==> config.mk <==
export PLATFORM = sky130hd
export DESIGN_NAME = demux4_route
export DESIGN_NICKNAME = d
export VERILOG_FILES = /design/src/rtl/demux4_route.sv
export SDC_FILE = /design/constraint.sdc
export NUM_CORES = 1
export LEC_CHECK = 0
export ABC_AREA = 1
export BUFFER_PORTS_ARGS = -buffer_cell sky130_fd_sc_hd__buf_2
export CORE_ASPECT_RATIO = 0.75
export CORE_MARGIN = 10
export CORE_UTILIZATION = 50
export DETAILED_ROUTE_END_ITERATION = 8
export GPL_TIMING_DRIVEN = 0
export PLACE_DENSITY = 0.95
export SLEW_MARGIN = 40
export SYNTH_ARGS = -nofsm -noshare
export SYNTH_HDL_FRONTEND = slang
export SYNTH_SLANG_ARGS = --single-unit
==> constraint.sdc <==
create_clock -name clk -period 2.4 [get_ports clk]
set_clock_uncertainty 0.1 [all_clocks]
set_input_delay 0.36 -clock clk [delete_from_list [all_inputs] [get_ports clk]]
set_output_delay 0.36 -clock clk [all_outputs]
set_load 0.02 [all_outputs]
==> src/rtl/demux4_route.sv <==
// demux4_route: registered 1-to-4 word demux; build with DEMUX4_ERR_CNT_EN to count discarded invalid-code words.
// Latency: 1 cycle from accept to out_valid; drain and refill in one cycle sustain 1 word/cycle.
// Backpressure: in_ready drops while the held word's sink stalls or ena is low; a stalled word is held stable.
module demux4_route #(
    parameter int WIDTH = 32,
    parameter int ERR_W = 8
) (
    input  logic             clk,
    input  logic             rst_n,
    input  logic             ena,
    input  logic             in_valid,
    output logic             in_ready,
    input  logic [2:0]       choice,
    input  logic [WIDTH-1:0] in_data,
    output logic [3:0]       out_valid,
    input  logic [3:0]       out_ready,
    output logic [WIDTH-1:0] out1,
    output logic [WIDTH-1:0] out2,
    output logic [WIDTH-1:0] out3,
    output logic [WIDTH-1:0] out4,
    output logic [31:0]      xfer_cnt,
    output logic [ERR_W-1:0] err_cnt
);

    typedef struct packed {
        logic [1:0]       sel;
        logic [WIDTH-1:0] dat;
    } hold_t;

    logic       hold_v;
    hold_t      hold_q;
    logic       code_vld;
    logic [1:0] code_sel;
    logic       drain;
    logic       accept;

    always_comb begin
        code_vld = 1'b1;
        code_sel = 2'd0;
        case (choice)
            3'd1:    code_sel = 2'd0;
            3'd2:    code_sel = 2'd1;
            3'd3:    code_sel = 2'd2;
            3'd4:    code_sel = 2'd3;
            default: code_vld = 1'b0;
        endcase
    end

    assign drain    = hold_v & out_ready[hold_q.sel];
    // rst_n term keeps in_ready low for the whole reset pulse, not just after the first edge
    assign in_ready = rst_n & ena & (~hold_v | drain);
    assign accept   = in_valid & in_ready;

    always_ff @(posedge clk or negedge rst_n) begin
        if (!rst_n) begin
            hold_v <= 1'b0;
            hold_q <= '0;
        end else if (accept && code_vld) begin
            hold_v     <= 1'b1;
            hold_q.sel <= code_sel;
            hold_q.dat <= in_data;
        end else if (drain) begin
            hold_v <= 1'b0;
        end
    end

    always_ff @(posedge clk or negedge rst_n) begin
        if (!rst_n)
            xfer_cnt <= 32'd0;
        else if (drain)
            xfer_cnt <= xfer_cnt + 32'd1;
    end

`ifdef DEMUX4_ERR_CNT_EN
    localparam logic [ERR_W-1:0] ERR_ONE = ERR_W'(1);

    always_ff @(posedge clk or negedge rst_n) begin
        if (!rst_n)
            err_cnt <= '0;
        else if (accept && !code_vld && err_cnt != '1)
            err_cnt <= err_cnt + ERR_ONE;
    end
`else
    assign err_cnt = '0;
`endif

    always_comb begin
        out_valid = 4'b0000;
        if (hold_v)
            out_valid[hold_q.sel] = 1'b1;
    end

    // Unselected sinks see zero rather than the stale payload
    assign out1 = out_valid[0] ? hold_q.dat : '0;
    assign out2 = out_valid[1] ? hold_q.dat : '0;
    assign out3 = out_valid[2] ? hold_q.dat : '0;
    assign out4 = out_valid[3] ? hold_q.dat : '0;

endmodule

======== Word-level counts from Yosys, hierarchy flattened ========
Cells that the tools add are included.
W data, S select, Z words.
storage, ports and cells
  register bits ........................... 67
  latch bits .............................. 0
  RAM bits ................................ 0
  bits in read-only memories .............. 0
  input port bits ......................... 43
  logic and storage cells ................. 34
  memories ................................ 0
cells by class
  add/subtract/negate cells ............... 1
  multiply operators ...................... 0
  divide/modulo/power cells ............... 0
  order comparisons ....................... 2
  equality and inequality tests ........... 4
  shift operators ......................... 0
  mux-type cells .......................... 13
  bitwise gates (word level) .............. 6
  reduce and logical (&&, ||, !) cells .... 4
operators with widths
  operator                 number
  $mux W32                 4
  $add A32 B1 Y32 const B  1
  $eq A3 B2 Y1 const B     2
  $pmux W2 S3              1
  $mux W1                  5
  $and A1 B1 Y1            4
  $mux W4                  1
  $reduce_or A4 Y1         1
  $eq A3 B1 Y1 const B     1
  $eq A3 B3 Y1 const B     1
  $lt A2 B3 Y1 const B     1
  $bmux W1 S2              1
  $demux W1 S2             1
  $ge A2 B1 Y1 const B     1
  $logic_and A1 B1 Y1      2
  $reduce_bool A2 Y1       1
  $not A1 Y1               1
  $or A1 B1 Y1             1

======== Depth between registers and ports, before layout ========
Gate-level depths: netlist of run 1.
  depth after elaboration ................. 8
  mapped depth ............................ 11
  depth with buffers taken out ............ 10

======== Worst setup path before layout of run 1 ========
OpenSTA, ideal clock, no wires.
  path kind ............................... register to output
  start point ............................. register hold_q[32] in the netlist's numbering
  end point ............................... output port out1[10]
  data arrival time ....................... 1766 ps
  data required time ...................... 1940 ps
  setup slack ............................. 174 ps
  cell stages (with the launch flop) ...... 6
  cell sequence ........................... dfrtp_1 > buf_6 > nor3_1 > inv_1 > clkbuf_1 > nor2_1
on the way
  word-level cells in the longest chain between the ends .. 6
ends and longest elaborated chain
  item                                                                RTL line  source
  start: declaration                                                  31        hold_t hold_q;
  $lt A2 B3 Y1 (not written as such) or $ge A2 B1 Y1 (tied branches)  90        out_valid[hold_q.sel] = 1'b1;
  $logic_and A1 B1 Y1 (not written as such)                           90
  $mux W1 (not written as such)                                       90
  $demux W1 S2 *                                                      90
  $mux W4 *                                                           89        if (hold_v)
  net out_valid[0]                                                    15        output logic [3:0] out_valid,
  $mux W32 *                                                          94        assign out1 = out_valid[0] ? hold_q.dat : '0;
  end: declaration                                                    17        output logic [WIDTH-1:0] out1,
The timed path passes the listed nets; every way through them passes the cells marked *.

======== Final worst setup path of run 1 ========
  start point ............................. register hold_q[32] in the netlist's numbering
  end point ............................... output port out1[7]
on the way
  word-level cells in the longest chain between the ends .. 6
ends and longest elaborated chain
  item                                                                RTL line
  $lt A2 B3 Y1 (not written as such) or $ge A2 B1 Y1 (tied branches)  90
  $logic_and A1 B1 Y1 (not written as such)                           90
  $mux W1 (not written as such)                                       90
  $demux W1 S2 *                                                      90
  $mux W4 *                                                           89
  $mux W32 *                                                          94
Every way passes the cells marked *; elsewhere a longest branch is shown, timed or not.

==> metrics.md, run 1 <==
| Metric | Value |
|---|---|
| Gate Count Post-Synth | `661` |
| Max_cap viols | `0` |
| Post-synth cell types | `28` |
| Gpl congestion | `0.975` |
| Worst r2r dst | `xfer_cnt[23]` |
| Async SR Flop Fraction | `100%` |
| Layout cells sized above 1 | `31.0%` |
| Number of nets with antenna violations after routing | `0` |
| FF-to-FF setup slack | `0.52 ns` |
| H-tree Lvls | `3` |
| Top cell family by delay on the critical path | `buffers and inverters` |
| Drt total wl | `14900 um` |
| Cell with the most instances after synthesis | `nor2_1` |
| Hold path start | `in_data[3]` |
| # DRC | `0` |
| Global-route usage over all layers | `22.3%` |
| Clk sink count | `67` |
| Nets@finish | `932` |
| Post CTS Setup Buffer Count | `0` |
| VDD IR max | `0.000517 V` |
| PortBufs | `207` |
| Top cells by area, synth | `dfrtp_1, nor2_1, nand2_1, inv_1, o21ai_0` |
| Num CTS Buffers | `9` |
| Initial core utilization | `52.6%` |
| Fin Setup TNS | `0 ns` |
| Fin cells | `998` |
| Largest net degree at the start of global routing | `51` |
| Worst-path fanout max | `10` |
| Post-synth EDFFs | `0` |
| Clock root cell | `clkbuf_16` |
| Die Ht | `99.8 um` |
| Hold endpoint | `hold_q[3]` |
| Yosys warning count | `0` |
| Pre-antenna DRT Iters | `8` |
| Clock Path Buffers | `2` |
| #FFs+latches synth | `67` |
| Mapped Area | `4240 um2` |
| Seq/Total Area, Yosys | `39.5%` |
| Worst Max-Slew Pin Slew | `0.509 ns` |
| DR WL/cell | `14.9 um` |
| Die Width | `126 um` |
| Critical path arrival | `1.85 ns` |
| Clk Latency, worst-skew pair | `0.33 ns` |
| DP Cell Count | `981` |
| Critical Path End Type | `output pin` |
| Antenna cells | `0` |
| Hold Vio Cnt, Final | `0` |
| Slew margin rel. | `66.1%` |
| Leak Pwr | `0.00344 uW` |
| Most frequent cells after synthesis | `nor2_1, nand2_1, inv_1` |
| Crit path buf inv count | `4` |
| CTS tree | `built` |
| First-pass GRT wire length | `23500 um` |
| Power per cell area | `691 nW/um2` |
| Cell Chain, Critical Path | `buf_6, nor3_1, inv_1, clkbuf_1, nor2_1, buf_2` |
| Yosys top cell by area | `dfrtp_1` |
| Area growth syn-to-layout | `37.9%` |
| Total power | `4040 uW` |
| Status | `complete, no violations` |
| Syn Area/Cell | `6.42 um2` |
| CP required | `1.94 ns` |
| CP peak stage delay | `0.37 ns` |
| Tcrit/Tclk final | `96.1%` |
| Unrepaired setup endpoints after global routing | `no` |
| Via count | `4889` |
| DR iter-0 viols | `357` |
| Final setup viols | `0` |
| Die area | `12600 um2` |
| Final min period | `2.31 ns` |
| Total gr overflow | `0` |
| Row Count | `28` |
| Post-synth top flop | `dfrtp_1` |
| Clock-pin slew on the worst setup and hold paths | `0.06 ns` |
| Core ar. | `8060 um2` |
| Via/cell ratio | `4.90` |
| Final core occ | `72.6%` |
| Number of cells on the worst hold path | `3` |
| Max-slew violations | `0` |
| I/O pin cnt | `216` |
| Worst r2r src | `xfer_cnt[13]` |
| CP Class | `flip-flop to output pin` |
| Vias in the first global route | `4521` |
| Slowest CP cell | `dfrtp_1` |
| DP HPWL | `11900 um` |
| Worst Hold Class | `primary input to flip-flop` |
| Fmax | `433 MHz` |
| CP Launch Type | `flip-flop` |
| Area share of the largest cell type after synthesis | `39.5%` |
| Worst Reg-to-Reg Cells | `7` |
| Antenna violations before repair | `0` |
## repair_timing
item | CTS | global route
endpoints found under the setup margin | 0 | 23
endpoints found under the hold margin | 17 | 0
hold buffers | 1 | 0
resized for setup | 0 | 3
## metal layers
metal / share of wire, % / wire length, um / global-route usage (%)
met5: 0 / 0 / 0
met4: 1.6 / 235 / 5.41
met3: 9.0 / 1330 / 6.26
met2: 48 / 7170 / 37.3
met1: 41 / 6140 / 27.8
## final cells by class
class,instances,area (um2)
Fill cell,696,2210
Tap cell,105,131
Timing Repair Buffer,209,1080
Clock buffer,11,253
Sequential cell,67,1680
Inverter,104,392
Buffer,32,201
Multi-Input combinational cell,465,2010
Clock inverter,5,108
## worst register-to-register path, cell delays in order (launching register included)
cell and delay [ns]:
dfrtp_1 0.47, nand2_1 0.11, nor2_1 0.26, nand2_1 0.08, nor2_1 0.34, nand2_1 0.15, o21ai_0 0.19, nand2_1 0.06
## kinds of logic after synthesis
family	Yosys count	share of synthesized area, %
buffers and inverters	136	14.0
adders and majority gates	1	0.295
and+or+nand+nor	396	37.3
xor gates and xnor gates	14	2.89
other	1	0.0884
AOI/OAI and AO/OA	46	5.87
DFF	67	39.5
## state kept, by name, indices dropped and copies added, names as in the netlist
signal and count:
xfer_cnt 32, hold_q 34, hold_v 1
## per-stage QoR
stage          hold WS (ns)  worst slack (ns)  area [um2]
5_1_grt               0.159           0.00819        5850
4_1_cts               0.155            0.0738        5840
3_5_place_dp          0.111             0.416        5470
6_report              0.163            0.0929        5850
2_1_floorplan       -0.0356             0.174        4270
3_3_place_gp          0.367            -0.182        5430
## layout by cell type, fill, tap and decap left out, types with 2 or more instances in the layout
master	Yosys	layout
nor2_1	186	186
clkbuf_16	0	9
nand2_1	163	163
clkbuf_1	3	3
nor3_1	6	4
o21ai_1	5	5
buf_6	2	3
nand2_2	8	8
clkbuf_8	0	2
nand3_1	22	22
conb_1	1	8
xnor2_1	2	2
nor3_2	0	2
xor2_1	12	12
inv_1	99	99
o21ai_2	5	5
dfrtp_1	67	66
inv_2	4	4
nand4_1	6	6
o21ai_0	34	34
buf_4	9	9
nand3b_1	2	2
a21oi_1	2	2
buf_2	16	222
bufinv_16	0	3
## worst max path at each step
stage / startpoint / cells after the start / slack [ns] / end
4_1_cts: hold_v / 6 / 0.07 / out1[25]
6_report: hold_q[32] / 6 / 0.09 / out1[7]
2_1_floorplan: hold_q[32] / 5 / 0.17 / out1[10]
3_5_place_dp: hold_v / 6 / 0.42 / out1[25]
5_1_grt: hold_q[32] / 6 / 0.008 / out1[2]
3_3_place_gp: rst_n / 8 / -0.18 / hold_q[27]
## where the power goes
| part | leakage (uW) | switching [uW] | internal (uW) |
|---|---|---|---|
| combinational | 0.00239 | 688 | 307 |
| clock | 0.000176 | 499 | 1080 |
| sequential | 0.000879 | 151 | 1320 |
| total | 0.00344 | 1340 | 2700 |
(Power assumes the default switching activity.)
==> run 2, diff against run 1 <==
Settings changed: BUFFER_PORTS_ARGS -buffer_cell sky130_fd_sc_hd__buf_2 to -buffer_cell sky130_fd_sc_hd__clkbuf_2.
==> run 2 against run 1 <==
Net effect:
- sequential share of layout area rose by 0.25 points
- clock power fell by 10%
- first-iteration DRC count fell by 1.4%
- count of clock-buffer cells in the layout fell by 1
- critical path type unchanged
- critical endpoint is now out1[25]
==> metrics.md, run 2 (same netlist as run 1, synthesis figures left out) <==
| Metric | Value |
|---|---|
| Status | `complete, no violations` |
| Total gr overflow | `0 (unchanged)` |
| Multi-input gate area | `2010 um2 (unchanged)` |
| Tcrit/Tclk final | `95.8% (-0.38 points)` |
| # DRC | `0 (unchanged)` |
| Clock root cell | `clkbuf_16` |
| Finished Cell Area | `5800 um2 (-0.86%)` |
| Hold path start | `in_data[3]` |
| Final core occ | `72.0% (-0.62 points)` |
| DP HPWL | `11800 um (about the same)` |
| CP required | `1.94 ns (about the same)` |
| Worst r2r dst | `xfer_cnt[19]` |
| FF/Latch Area | `1680 um2 (unchanged)` |
| # fillers | `696 (unchanged)` |
| First-pass GRT wire length | `22800 um (-3.0%)` |
| Worst-path fanout max | `10 (unchanged)` |
| Fmax | `435 MHz (+0.40%)` |
| FF-to-FF setup slack | `0.56 ns (+0.04 ns)` |
| Fin worst setup slack | `0.102 ns (+0.00910 ns)` |
| Layout cells sized above 1 | `31.1% (+0.035 points)` |
| Pre-CTS setup slack | `0.408 ns (-0.00806 ns)` |
| Initial core utilization | `52.6% (unchanged)` |
| PortBufs | `207 (unchanged)` |
| WL met3 | `1120 um (-16%)` |
| Final min period | `2.30 ns (-0.00910 ns)` |
| Critical Path End Type | `output pin` |
| Via count | `4793 (-2.0%)` |
| Clock Path Buffers | `2 (unchanged)` |
| Largest net degree at the start of global routing | `69 (+35%)` |
| Regs by FF count | `hold_q x34, xfer_cnt x32, hold_v x1` |
| Most frequent cells in the layout | `clkbuf_2, nor2_1, nand2_1` |
| Hold Vio Cnt, Final | `0 (unchanged)` |
| Top cell family by delay on the critical path | `buffers and inverters` |
| Area growth syn-to-layout | `36.8%` |
| Max reg flops | `34 (unchanged)` |
| CTS tree | `built` |
| DR iter-0 viols | `352 (-1.4%)` |
| Worst r2r src | `xfer_cnt[14]` |
| Worst Reg-to-Reg Cells | `7 (unchanged)` |
| Commonest non-fill, non-tap cell in the layout | `clkbuf_2` |
| Largest Register | `hold_q` |
| CP Class | `flip-flop to output pin` |
| Worst setup endpoint | `out1[25]` |
| Antenna violations before repair | `0 (unchanged)` |
| Num CTS Buffers | `9 (unchanged)` |
| Fin Setup TNS | `0 ns (unchanged)` |
| Via/cell ratio | `4.81 (-1.9%)` |
| Clk sink count | `67 (unchanged)` |
| Antenna cells | `0 (unchanged)` |
| DP Cell Count | `980 (-0.10%)` |
| Final setup viols | `0 (unchanged)` |
| Met2 routed WL | `7040 um (-1.8%)` |
| Max layer used | `met4` |
| Die Ht | `99.8 um (unchanged)` |
| Gpl congestion | `0.969 (-0.54%)` |
| Die Width | `126 um (unchanged)` |
| Row Count | `28 (unchanged)` |
| CP Launch Type | `flip-flop` |
| I/O pin cnt | `216 (unchanged)` |
| Unrepaired setup endpoints after global routing | `yes` |
| Cell Chain, Critical Path | `buf_6, nor3_1, inv_1, clkbuf_1, nor2_1, clkbuf_2` |
| Clock-pin slew on the worst setup and hold paths | `0.06 ns (about the same)` |
| M1 wire length | `6340 um (+3.1%)` |
| CP peak stage delay | `0.37 ns (about the same)` |
| DR WL/cell | `14.7 um (-1.3%)` |
| Max-slew violations | `0 (unchanged)` |
| Vias in the first global route | `4413 (-2.4%)` |
| Die area | `12600 um2 (unchanged)` |
| Fin cells | `997 (-0.10%)` |
| Nets@finish | `931 (-0.11%)` |
| Number of nets with antenna violations after routing | `0 (unchanged)` |
| VDD IR max | `0.000544 V (+5.2%)` |
| Global-route usage over all layers | `21.8% (-0.50 points)` |
| Core ar. | `8060 um2 (unchanged)` |
| WP depth | `6 (unchanged)` |
| Power per cell area | `670 nW/um2 (-3.0%)` |
| Worst Hold Class | `primary input to flip-flop` |
| Crit path buf inv count | `4 (unchanged)` |
| Max_cap viols | `0 (unchanged)` |
| Drt total wl | `14700 um (-1.4%)` |
| Leak Pwr | `0.00327 uW (-4.9%)` |
| Clk Latency, worst-skew pair | `0.32 ns (about the same)` |
| Placed inst area | `5440 um2 (-0.46%)` |
| Setup crit start | `hold_q[32]` |
| Slowest CP cell | `dfrtp_1` |
| Critical path arrival | `1.84 ns (about the same)` |
| H-tree Lvls | `3 (unchanged)` |
| Pre-antenna DRT Iters | `5 (-3)` |
run 2: cell count changes in the layout (fill, tap and decap cells not counted), sizes merged:
cell	change
buf	-207
bufinv	-1
clkbuf	+205
clkinv	+1
clkinvlp	+2
inv	-1
run 2: tightest hold or removal path: stages:
cell and delay (ns):
clkbuf_2 0.08, inv_1 0.04, o21ai_1 0.06
run 2: repair_timing:
action                                  4_1_cts  5_1_grt
gates resized for setup                       0        7
hold buffers                                  1        0
setup buffers                                 0        0
endpoints found under the setup margin        0       88
hold endpoints to repair                     67        0
run 2: worst min-delay path by stage:
stage                  end  slack, ns  cells after the start
6_report         hold_q[3]       0.16                      3
5_1_grt          hold_q[2]       0.16                      3
4_1_cts          hold_q[3]       0.15                      3
3_5_place_dp   xfer_cnt[2]       0.30                      1
3_3_place_gp    hold_q[23]       0.37                      2
2_1_floorplan    hold_q[0]      -0.04                      0
run 2: final cells by class:
class	instances	share of cell area [%]
plain buffers	32	3.50
clock buffers	10	4.12
clock inverters	6	1.53
inverters	104	6.75
multi-input cells	465	34.6
flip-flops and latches	67	28.9
well taps	105	2.27
repair buffers	208	18.3
run 2: layer usage:
metal | up-vias | global-route usage [%]
met3 | 17 | 5.41
li1 | 2401 | -
met4 | 0 | 5.50
met5 | - | 0
met1 | 2171 | 28.0
met2 | 204 | 35.8
run 2: through the flow:
| step | hold slack (ns) | total power [uW] |
|---|---|---|
| 2_1_floorplan | -0.0356 | 2110 |
| 4_1_cts | 0.147 | 3890 |
| 6_report | 0.157 | 3880 |
| 5_1_grt | 0.163 | 4100 |
| 3_3_place_gp | 0.367 | 2420 |
| 3_5_place_dp | 0.299 | 2460 |
run 2: report_power, final:
part	switching [uW]	leakage, uW	internal, uW
registers	146	0.000879	1320
clock network	488	0.000155	937
logic	692	0.00224	303
total	1330	0.00327	2560
==> run 3, diff against run 2 <==
Settings changed: CORE_ASPECT_RATIO 0.75 to unset.
==> run 3 against run 2 <==
Net effect:
- the run now ends with hold timing left
- largest power group unchanged
- cell area shrank 2.5%
- via count is 2.1% higher
- final cell count down 0.10%
- critical path depth stayed put
- hold slack got worse by 0.24 ns
- critical path type unchanged
- core utilization down 3.1 points
- largest cell class unchanged
- sequential share of layout area increased by 0.76 points
==> metrics.md, run 3 (same netlist as run 1, synthesis figures left out) <==
| Metric | Value |
|---|---|
| Clk Latency, worst-skew pair | `0.34 ns (+0.02 ns)` |
| Most frequent cells in the layout | `clkbuf_2, nor2_1, nand2_1` |
| Total gr overflow | `0 (unchanged)` |
| Global-route usage over all layers | `23.0% (+1.3 points)` |
| Pre-antenna DRT Iters | `5 (unchanged)` |
| Drt total wl | `14800 um (+0.69%)` |
| Worst Hold Class | `primary input to async pin` |
| Row Count | `33 (+18%)` |
| Via/cell ratio | `4.91 (+2.2%)` |
| DR WL/cell | `14.8 um (+0.79%)` |
| CP peak stage delay | `0.38 ns (about the same)` |
| Area growth syn-to-layout | `33.4%` |
| Die area | `12600 um2 (-0.30%)` |
| Initial core utilization | `51.6% (-1.0 points)` |
| Worst Reg-to-Reg Cells | `8 (+1)` |
| First-pass GRT wire length | `24400 um (+6.8%)` |
| Setup crit start | `hold_q[32]` |
| Worst setup endpoint | `out1[5]` |
| Unrepaired setup endpoints after global routing | `yes` |
| Worst r2r dst | `xfer_cnt[22]` |
| Cell Chain, Critical Path | `buf_6, nor3_1, inv_1, buf_2, nor2_1, clkbuf_2` |
| WHS | `-0.0841 ns (-0.241 ns)` |
| Layout cells sized above 1 | `31.1% (+0.035 points)` |
| Via count | `4895 (+2.1%)` |
| Number of nets with antenna violations after routing | `0 (unchanged)` |
| PortBufs | `207 (unchanged)` |
| Core ar. | `8220 um2 (+2.0%)` |
| CP required | `1.94 ns (about the same)` |
| Clock-pin slew on the worst setup and hold paths | `0.07 ns (about the same)` |
| Worst Max-Slew Pin Slew | `0.546 ns` |
| Largest Register | `hold_q` |
| Antenna cells | `0 (unchanged)` |
| Leak Pwr | `0.00322 uW (-1.7%)` |
| CP Class | `flip-flop to output pin` |
| Violated checks | `hold timing` |
| Fin Setup TNS | `0 ns (unchanged)` |
| Max_cap viols | `0 (unchanged)` |
| Final min period | `2.31 ns (+0.0108 ns)` |
| Tcrit/Tclk final | `96.2% (+0.45 points)` |
| DP Cell Count | `980 (unchanged)` |
| Power per cell area | `603 nW/um2 (-10%)` |
| Commonest non-fill, non-tap cell in the layout | `clkbuf_2` |
| Hold Vio Cnt, Final | `67 (+67)` |
| Die Ht | `112 um (+12%)` |
| Clock Path Buffers | `2 (unchanged)` |
| Slowest CP cell | `dfrtp_1` |
| Vias in the first global route | `4816 (+9.1%)` |
| Clock root cell | `clkbuf_8` |
| VDD IR max | `0.000479 V (-12%)` |
| Worst-path fanout max | `10 (unchanged)` |
| Die Width | `112 um (-11%)` |
| H-tree Lvls | `3 (unchanged)` |
| I/O pin cnt | `216 (unchanged)` |
| Max-slew violations | `0 (unchanged)` |
| CTS tree | `built` |
| DP HPWL | `11800 um (-0.52%)` |
| Regs by FF count | `hold_q x34, xfer_cnt x32, hold_v x1` |
| Fin cells | `996 (-0.10%)` |
| CP Launch Type | `flip-flop` |
| Nets@finish | `931 (unchanged)` |
| Gpl congestion | `0.917 (-5.4%)` |
| Clk sink count | `67 (unchanged)` |
| DR iter-0 viols | `499 (+42%)` |
| Critical path arrival | `1.85 ns (about the same)` |
| Num CTS Buffers | `9 (unchanged)` |
| Status | `complete, but fails checks` |
| Fmax | `433 MHz (-0.47%)` |
| Slew margin rel. | `63.6%` |
| Worst r2r src | `xfer_cnt[0]` |
| Max reg flops | `34 (unchanged)` |
| Critical Path End Type | `output pin` |
| # DRC | `0 (unchanged)` |
| Largest net degree at the start of global routing | `69 (unchanged)` |
| FF-to-FF setup slack | `0.50 ns (-0.06 ns)` |
| Antenna violations before repair | `0 (unchanged)` |
| Final setup viols | `0 (unchanged)` |
[run 3: stage by stage]
stage | instance area (um2) | hold slack [ns] | setup slack, ns | util, % | total power, uW
after floorplan | 4270 | -0.0356 | 0.174 | - | 2110
after global placement | 5430 | 0.366 | -0.303 | 66.1 | 2430
after detailed placement | 5440 | 0.297 | 0.375 | 66.2 | 2470
after CTS | 5640 | -0.0635 | 0.0229 | 68.6 | 3410
after global routing | 5660 | -0.0588 | -0.0148 | 68.8 | 3650
final | 5660 | -0.0841 | 0.0912 | 68.8 | 3410
[run 3: final cells by class]
cell class | count | area [um2]
Clock buffer | 13 | 159
Multi-Input combinational cell | 465 | 2000
Buffer | 32 | 205
Fill cell | 686 | 2560
Timing Repair Buffer | 208 | 1050
Inverter | 104 | 392
Tap cell | 105 | 131
Sequential cell | 67 | 1680
Clock inverter | 2 | 35.0
[run 3: routing by layer]
| metal | GRT usage [%] | up-vias | routed length [um] |
|---|---|---|---|
| li1 | - | 2402 | - |
| met1 | 26.8 | 2197 | 5650 |
| met2 | 38.9 | 253 | 7210 |
| met3 | 6.87 | 43 | 1420 |
| met4 | 9.22 | 0 | 493 |
| met5 | 0 | - | 0 |
[run 3: where the power goes]
part | switching [uW] | total, uW | internal, uW | leakage (uW)
clock network | 414 | 945 | 531 | 0.0000995
logic | 695 | 1000 | 304 | 0.00224
registers | 148 | 1460 | 1320 | 0.000878
[run 3: worst min-delay path by stage]
stage,from,to,slack (ns),cells after the start
6_report,rst_n,hold_q[29],-0.08,1
5_1_grt,rst_n,hold_q[29],-0.06,1
4_1_cts,rst_n,hold_q[29],-0.06,1
3_5_place_dp,rst_n,xfer_cnt[31],0.30,1
3_3_place_gp,hold_q[23],hold_q[23],0.37,2
2_1_floorplan,rst_n,hold_q[0],-0.04,0
[run 3: repair_timing]
action,4_1_cts,5_1_grt
buffers inserted,0,1
gates resized for setup,0,11
endpoints found under the setup margin,0,97
hold endpoints to repair,67,67
[run 3: worst max-delay path, delay by kind of cell (launching register included)]
family	cells	cell delay (ns)
buffers and inverters	4	0.75
DFF	1	0.38
and+or+nand+nor	2	0.39
